[src/rtl/prio_scan_enc.sv]
// Purpose: sequential priority scanner. It accepts a WIDTH-bit request vector and emits each set index in priority order.
// Latency: the first beat appears the cycle after accept. After that it emits one index per cycle while out_ready is high.
// Backpressure: out_valid/out_ready stalls hold every output stable. in_ready is high only in IDLE, so there is no queueing.
//
// Ports:
//   clk, rst               clock (rising edge); asynchronous active-high reset
//   in_valid/in_ready      request vector handshake; in_vec is sampled only on accept
//   in_vec [WIDTH]         request vector, bit i = request i
//   out_valid/out_ready    index beat handshake
//   out_idx [IDX_W]        highest-priority remaining index (0 for an all-zero vector)
//   out_last               final beat of the current vector
//   out_none               accepted vector was all-zero (single beat)
//   out_seq [IDX_W+1]      0-based beat number within the vector
module prio_scan_enc #(
    parameter int WIDTH     = 16,
    parameter bit MSB_FIRST = 1'b1,
    parameter int IDX_W     = $clog2(WIDTH)
) (
    input  logic             clk,
    input  logic             rst,
    input  logic             in_valid,
    output logic             in_ready,
    input  logic [WIDTH-1:0] in_vec,
    output logic             out_valid,
    input  logic             out_ready,
    output logic [IDX_W-1:0] out_idx,
    output logic             out_last,
    output logic             out_none,
    output logic [IDX_W:0]   out_seq
);

    typedef enum logic {
        IDLE = 1'b0,
        SCAN = 1'b1
    } state_t;

    state_t           state_q, state_d;
    logic [WIDTH-1:0] pend_q,  pend_d;
    logic             none_q,  none_d;
    logic [IDX_W:0]   seq_q,   seq_d;

    logic [IDX_W-1:0] enc_idx;
    logic [WIDTH-1:0] pend_rest;
    logic             scan;
    logic             last;

    // Priority encode. The scan direction is chosen so that the winning bit
    // is the last one visited. The result is 0 when pend is empty.
    always_comb begin
        enc_idx = '0;
        for (int i = 0; i < WIDTH; i++) begin
            if (MSB_FIRST) begin
                if (pend_q[i]) enc_idx = IDX_W'(i);
            end else begin
                if (pend_q[WIDTH-1-i]) enc_idx = IDX_W'(WIDTH-1-i);
            end
        end
    end

    // The pending set that remains after the current beat is consumed.
    always_comb begin
        pend_rest          = pend_q;
        pend_rest[enc_idx] = 1'b0;
    end

    assign scan      = (state_q == SCAN);
    assign last      = none_q || (pend_rest == '0);

    assign in_ready  = (state_q == IDLE);
    assign out_valid = scan;
    assign out_none  = scan && none_q;
    // Gate with scan so that outputs stay quiet in IDLE, where pend is empty.
    assign out_last  = scan && last;
    assign out_idx   = (scan && !none_q) ? enc_idx : '0;
    assign out_seq   = scan ? seq_q : '0;

    always_comb begin
        state_d = state_q;
        pend_d  = pend_q;
        none_d  = none_q;
        seq_d   = seq_q;
        case (state_q)
            IDLE: begin
                if (in_valid) begin
                    pend_d  = in_vec;
                    none_d  = (in_vec == '0);
                    seq_d   = '0;
                    state_d = SCAN;
                end
            end
            SCAN: begin
                if (out_ready) begin
                    if (last) begin
                        state_d = IDLE;
                        pend_d  = '0;
                        none_d  = 1'b0;
                    end else begin
                        pend_d = pend_rest;
                        seq_d  = seq_q + (IDX_W+1)'(1);
                    end
                end
            end
            default: state_d = IDLE;
        endcase
    end

    always_ff @(posedge clk or posedge rst) begin
        if (rst) begin
            state_q <= IDLE;
            pend_q  <= '0;
            none_q  <= 1'b0;
            seq_q   <= '0;
        end else begin
            state_q <= state_d;
            pend_q  <= pend_d;
            none_q  <= none_d;
            seq_q   <= seq_d;
        end
    end

endmodule

[config.mk]
export PLATFORM = sky130hd
export DESIGN_NAME = prio_scan_enc
export DESIGN_NICKNAME = d
export VERILOG_FILES = /design/src/rtl/prio_scan_enc.sv
export SDC_FILE = /design/constraint.sdc
export NUM_CORES = 1
export LEC_CHECK = 0
export CAP_MARGIN = 20
export CORE_ASPECT_RATIO = 2
export CORE_UTILIZATION = 31
export DETAILED_ROUTE_END_ITERATION = 6
export PLACE_DENSITY_LB_ADDON = 0.05
export SKIP_CTS_REPAIR_TIMING = 1
export SLEW_MARGIN = 40
export SYNTH_ARGS = -nofsm -noshare
export SYNTH_HDL_FRONTEND = slang
export SYNTH_SLANG_ARGS = --single-unit
[constraint.sdc]
create_clock -name clk -period 2.3 [get_ports clk]
set_input_delay 0.23 -clock clk [delete_from_list [all_inputs] [get_ports clk]]
set_output_delay 0.23 -clock clk [all_outputs]
set_load 0.005 [all_outputs]
==> impl_metrics.prom <==
# TYPE chip_impl_metric gauge
chip_impl_metric{name="post_synth.cell_area_avg",unit="um2"} 8.316
chip_impl_metric{name="remaining_drc_errors",unit=""} 0
chip_impl_metric{name="drt-pass1-iter-count",unit=""} 4
chip_impl_metric{name="delay_of_the_slowest_cell_on_the_worst_path",unit="ns"} 0.59
chip_impl_metric{name="drt_iter0_markers",unit=""} 45
chip_impl_info{name="critical_path.cell_chain",value="or4_4 > nor2_8 > o21ai_4 > o31ai_1 > nand4_1 > nor3_4 > nor2_2 > nor2_1 > buf_2"} 1
chip_impl_metric{name="first_pass_grt_wire_length",unit="mm"} 9.591
chip_impl_metric{name="yosysTopAreaCellShare",unit="%"} 35.49
chip_impl_metric{name="routed_wire_length_per_instance",unit="um"} 18.66
chip_impl_metric{name="grt_use_total",unit="%"} 23.38
chip_impl_metric{name="report.final.setup_viol",unit=""} 15
chip_impl_metric{name="initial_core_util",unit="%"} 32.73
chip_impl_info{name="cpLargestDelayFamily",value="simple AND/OR/NAND/NOR gates"} 1
chip_impl_info{name="yosys.cell_count.top_type",value="sky130_fd_sc_hd__dfrtp_1"} 1
chip_impl_info{name="synth_top_cells_by_count",value="sky130_fd_sc_hd__dfrtp_1, sky130_fd_sc_hd__nor2_1, sky130_fd_sc_hd__o21ai_0"} 1
chip_impl_info{name="timing_worst_setup_path_type",value="flop to output port"} 1
chip_impl_metric{name="finalNetCount",unit=""} 302
chip_impl_metric{name="globalplace.congestion",unit=""} 0.9030
chip_impl_metric{name="yosys_warnings",unit=""} 0
chip_impl_metric{name="design.die.area",unit="um2"} 5541
chip_impl_info{name="run_status",value="finished with violations"} 1
chip_impl_info{name="hp-class",value="primary input to async pin"} 1
chip_impl_metric{name="place.detailed.hpwl",unit="mm"} 4.615
chip_impl_info{name="setup.worst_path.end_class",value="output port"} 1
chip_impl_info{name="netlist_top_cells_area",value="sky130_fd_sc_hd__dfrtp_1, sky130_fd_sc_hd__o21ai_0, sky130_fd_sc_hd__nor2_1, sky130_fd_sc_hd__a22o_1, sky130_fd_sc_hd__a22oi_1"} 1
chip_impl_metric{name="synth-edff-count",unit=""} 0
chip_impl_info{name="rr_endpoint",value="pend_q[12]$_DFFE_PP0P_"} 1
chip_impl_metric{name="chipWidth",unit="um"} 53.14
chip_impl_info{name="tritoncts",value="done"} 1
chip_impl_metric{name="clk_pin_slew",unit="ns"} 0.09
chip_impl_metric{name="fillerInstances",unit=""} 501
chip_impl_metric{name="layout-drive-gt1-share",unit="%"} 36.07
chip_impl_info{name="yosysTopAreaCell",value="sky130_fd_sc_hd__dfrtp_1"} 1
chip_impl_metric{name="cts-buffers-inserted",unit=""} 3
chip_impl_metric{name="synth_nets",unit=""} 216
chip_impl_metric{name="place_area",unit="um2"} 2360
chip_impl_metric{name="final_area",unit="um2"} 2643
chip_impl_metric{name="global_route.overflow_total",unit=""} 0
chip_impl_metric{name="aggregate_negative_setup_slack",unit="ns"} -4.703
chip_impl_metric{name="worst_slew_margin_rel",unit="%"} 56.88
chip_impl_info{name="clock-root-buffer",value="sky130_fd_sc_hd__clkbuf_8"} 1
chip_impl_metric{name="leakagePower",unit="nW"} 1.207
chip_impl_info{name="r2r-start",value="pend_q[9]$_DFFE_PP0P_"} 1
chip_impl_info{name="cp_slowest_cell",value="sky130_fd_sc_hd__or4_4"} 1
chip_impl_info{name="violations",value="negative setup slack"} 1
chip_impl_metric{name="cp.buffers_inverters",unit=""} 1
chip_impl_metric{name="fin_crit",unit="ns"} 2.706
chip_impl_metric{name="clk_latency",unit="ns"} 0.27
chip_impl_metric{name="async_reset_ff_share",unit="%"} 100.0
chip_impl_metric{name="finalWorstSetupSlack",unit="ns"} -0.4055
chip_impl_metric{name="maximum_resistive_drop_on_vdd",unit="V"} 0.0006741
chip_impl_metric{name="boundaryPins",unit=""} 33
chip_impl_metric{name="reg2reg_setup_slack",unit="ns"} -0.35
chip_impl_metric{name="critPathArrivalTime",unit="ns"} 2.48
chip_impl_metric{name="die_y",unit="um"} 104.3
chip_impl_metric{name="mappedNetlistArea",unit="um2"} 1622
chip_impl_metric{name="hold_violations",unit=""} 0
chip_impl_metric{name="count_of_input_and_output_buffers",unit=""} 32
chip_impl_metric{name="cp_data_required_time",unit="ns"} 2.07
chip_impl_metric{name="synth.lib_cells_used.distinct",unit=""} 50
chip_impl_metric{name="floorplan.core_area",unit="um2"} 4955
chip_impl_metric{name="powerDensity",unit="nW/um2"} 1028
chip_impl_metric{name="fmax",unit="MHz"} 369.6
chip_impl_metric{name="cts_htree_levels",unit=""} 1
chip_impl_metric{name="totalWireLength",unit="mm"} 6.289
chip_impl_metric{name="number_of_antenna_violations_at_the_first_check_in_global_routing",unit=""} 0
chip_impl_metric{name="clock_skew_after_layout",unit="ns"} 0.006361
chip_impl_metric{name="synth-seq-area-share",unit="%"} 35.49
chip_impl_metric{name="depth_of_the_most_critical_reg_to_reg_path",unit=""} 10
chip_impl_metric{name="clkSinkCount",unit=""} 23
chip_impl_metric{name="detailroute.via_count",unit=""} 1956
chip_impl_metric{name="worst_slack_placed",unit="ns"} -0.4836
chip_impl_metric{name="layout_worst_path_cycle_share",unit="%"} 117.6
chip_impl_metric{name="finalHoldWorstSlack",unit="ns"} 0.3063
chip_impl_metric{name="netlist_instances",unit=""} 195
chip_impl_metric{name="max_cap_viol_count",unit=""} 0
chip_impl_metric{name="grt_pass1_vias",unit=""} 2012
chip_impl_metric{name="timing.final.max_slew_violations",unit=""} 0
chip_impl_info{name="rsz0062_at_grt",value="yes"} 1
chip_impl_metric{name="drt-vias-per-instance",unit=""} 5.804
chip_impl_info{name="yosys_most_used_dff",value="sky130_fd_sc_hd__dfrtp_1"} 1
chip_impl_info{name="startpoint_type",value="flop"} 1
chip_impl_metric{name="num_rows",unit=""} 36
chip_impl_metric{name="ant_nets",unit=""} 0
chip_impl_metric{name="critical_path.max_fanout",unit=""} 5
chip_impl_metric{name="grt_start_max_net_pins",unit=""} 24
chip_impl_metric{name="bufs_on_longest_clock_path",unit=""} 2
chip_impl_metric{name="tightestPinTransition",unit="ns"} 0.6409
chip_impl_metric{name="antenna_cells_inserted",unit=""} 0
chip_impl_metric{name="postSynthRegisterBits",unit=""} 23
chip_impl_metric{name="area_growth_syn_to_layout",unit="%"} 62.96
[per-stage QoR]
stage	total power, mW	instances	utilization [%]
final	2.716	337	53.33
after detailed placement	2.178	325	47.63
after global routing	2.900	337	53.33
after floorplan	1.334	195	-
after global placement	2.160	325	47.63
after CTS	2.457	329	48.56
[routing by layer]
layer	vias to the layer above	routed length (um)	global-route usage (%)	part of all wire (%)
met5	-	0	0	0
met1	970	2345	25.27	37
li1	911	-	-	-
met2	61	3464	41.77	55
met4	0	263	12.41	4.2
met3	14	215	2.193	3.4
[cell usage in the layout, fill, tap and decap left out, types with 4 or more instances in the layout]
master and count:
sky130_fd_sc_hd__a21oi_1 8, sky130_fd_sc_hd__a22o_1 8, sky130_fd_sc_hd__a22oi_1 8, sky130_fd_sc_hd__and2_1 6, sky130_fd_sc_hd__buf_4 61, sky130_fd_sc_hd__clkdlybuf4s50_1 27
sky130_fd_sc_hd__dfrtp_1 18, sky130_fd_sc_hd__dfrtp_2 5, sky130_fd_sc_hd__dlymetal6s2s_1 4, sky130_fd_sc_hd__inv_1 4, sky130_fd_sc_hd__nand2_1 13, sky130_fd_sc_hd__nor2_1 20
sky130_fd_sc_hd__nor2b_1 4, sky130_fd_sc_hd__nor4_1 4, sky130_fd_sc_hd__o21ai_0 15, sky130_fd_sc_hd__o21ai_2 6, sky130_fd_sc_hd__or3_1 4
[logic make-up after synthesis]
kind of cell,after synthesis,synth area share (%)
flip-flops,23,35.49
buffers and inverters,18,5.632
adder cells (fa/ha/maj),1,0.7715
AND/OR/NAND/NOR,80,26.23
AO/OA/AOI/OAI,71,30.63
multiplexers,2,1.235
[worst max-delay path by stage]
stage	start	to	cells after the start
after floorplan	pend_q[15]$_DFFE_PP0P_	out_last	11
after global placement	pend_q[12]$_DFFE_PP0P_	out_last	9
after detailed placement	pend_q[12]$_DFFE_PP0P_	out_last	9
after CTS	pend_q[2]$_DFFE_PP0P_	out_last	10
after global routing	pend_q[9]$_DFFE_PP0P_	out_last	9
final	pend_q[9]$_DFFE_PP0P_	out_last	9
[registers in the layout (all words and copies together) (netlist names)]
register and count:
pend_q 16, seq_q 5, none_q 1, out_valid 1
[layout make-up]
type | count | area (um2) | area share, %
well taps | 57 | 71.32 | 2.699
clock inverters | 1 | 5.005 | 0.1894
flip-flops and latches | 23 | 581.8 | 22.02
multi-input cells | 154 | 1119 | 42.33
clock buffers | 3 | 41.29 | 1.563
inverters | 4 | 15.01 | 0.5682
repair buffers | 95 | 809.5 | 30.63
[power breakdown]
group / switching [mW] / internal (mW)
Combinational: 0.816 / 0.990
Clock: 0.147 / 0.121
Sequential: 0.129 / 0.514
[worst reg2reg max path: stages, from the launching register on]
cell and delay [ns]:
sky130_fd_sc_hd__dfrtp_2 0.46, sky130_fd_sc_hd__or4_4 0.59, sky130_fd_sc_hd__nor2_8 0.17, sky130_fd_sc_hd__o21ai_4 0.09, sky130_fd_sc_hd__o31ai_1 0.21, sky130_fd_sc_hd__nand4_1 0.18, sky130_fd_sc_hd__nor3_4 0.25, sky130_fd_sc_hd__buf_4 0.15
sky130_fd_sc_hd__buf_8 0.13, sky130_fd_sc_hd__nand2b_4 0.22, sky130_fd_sc_hd__o21ai_2 0.08
No activity file was read; power rests on OpenSTA's default activity.
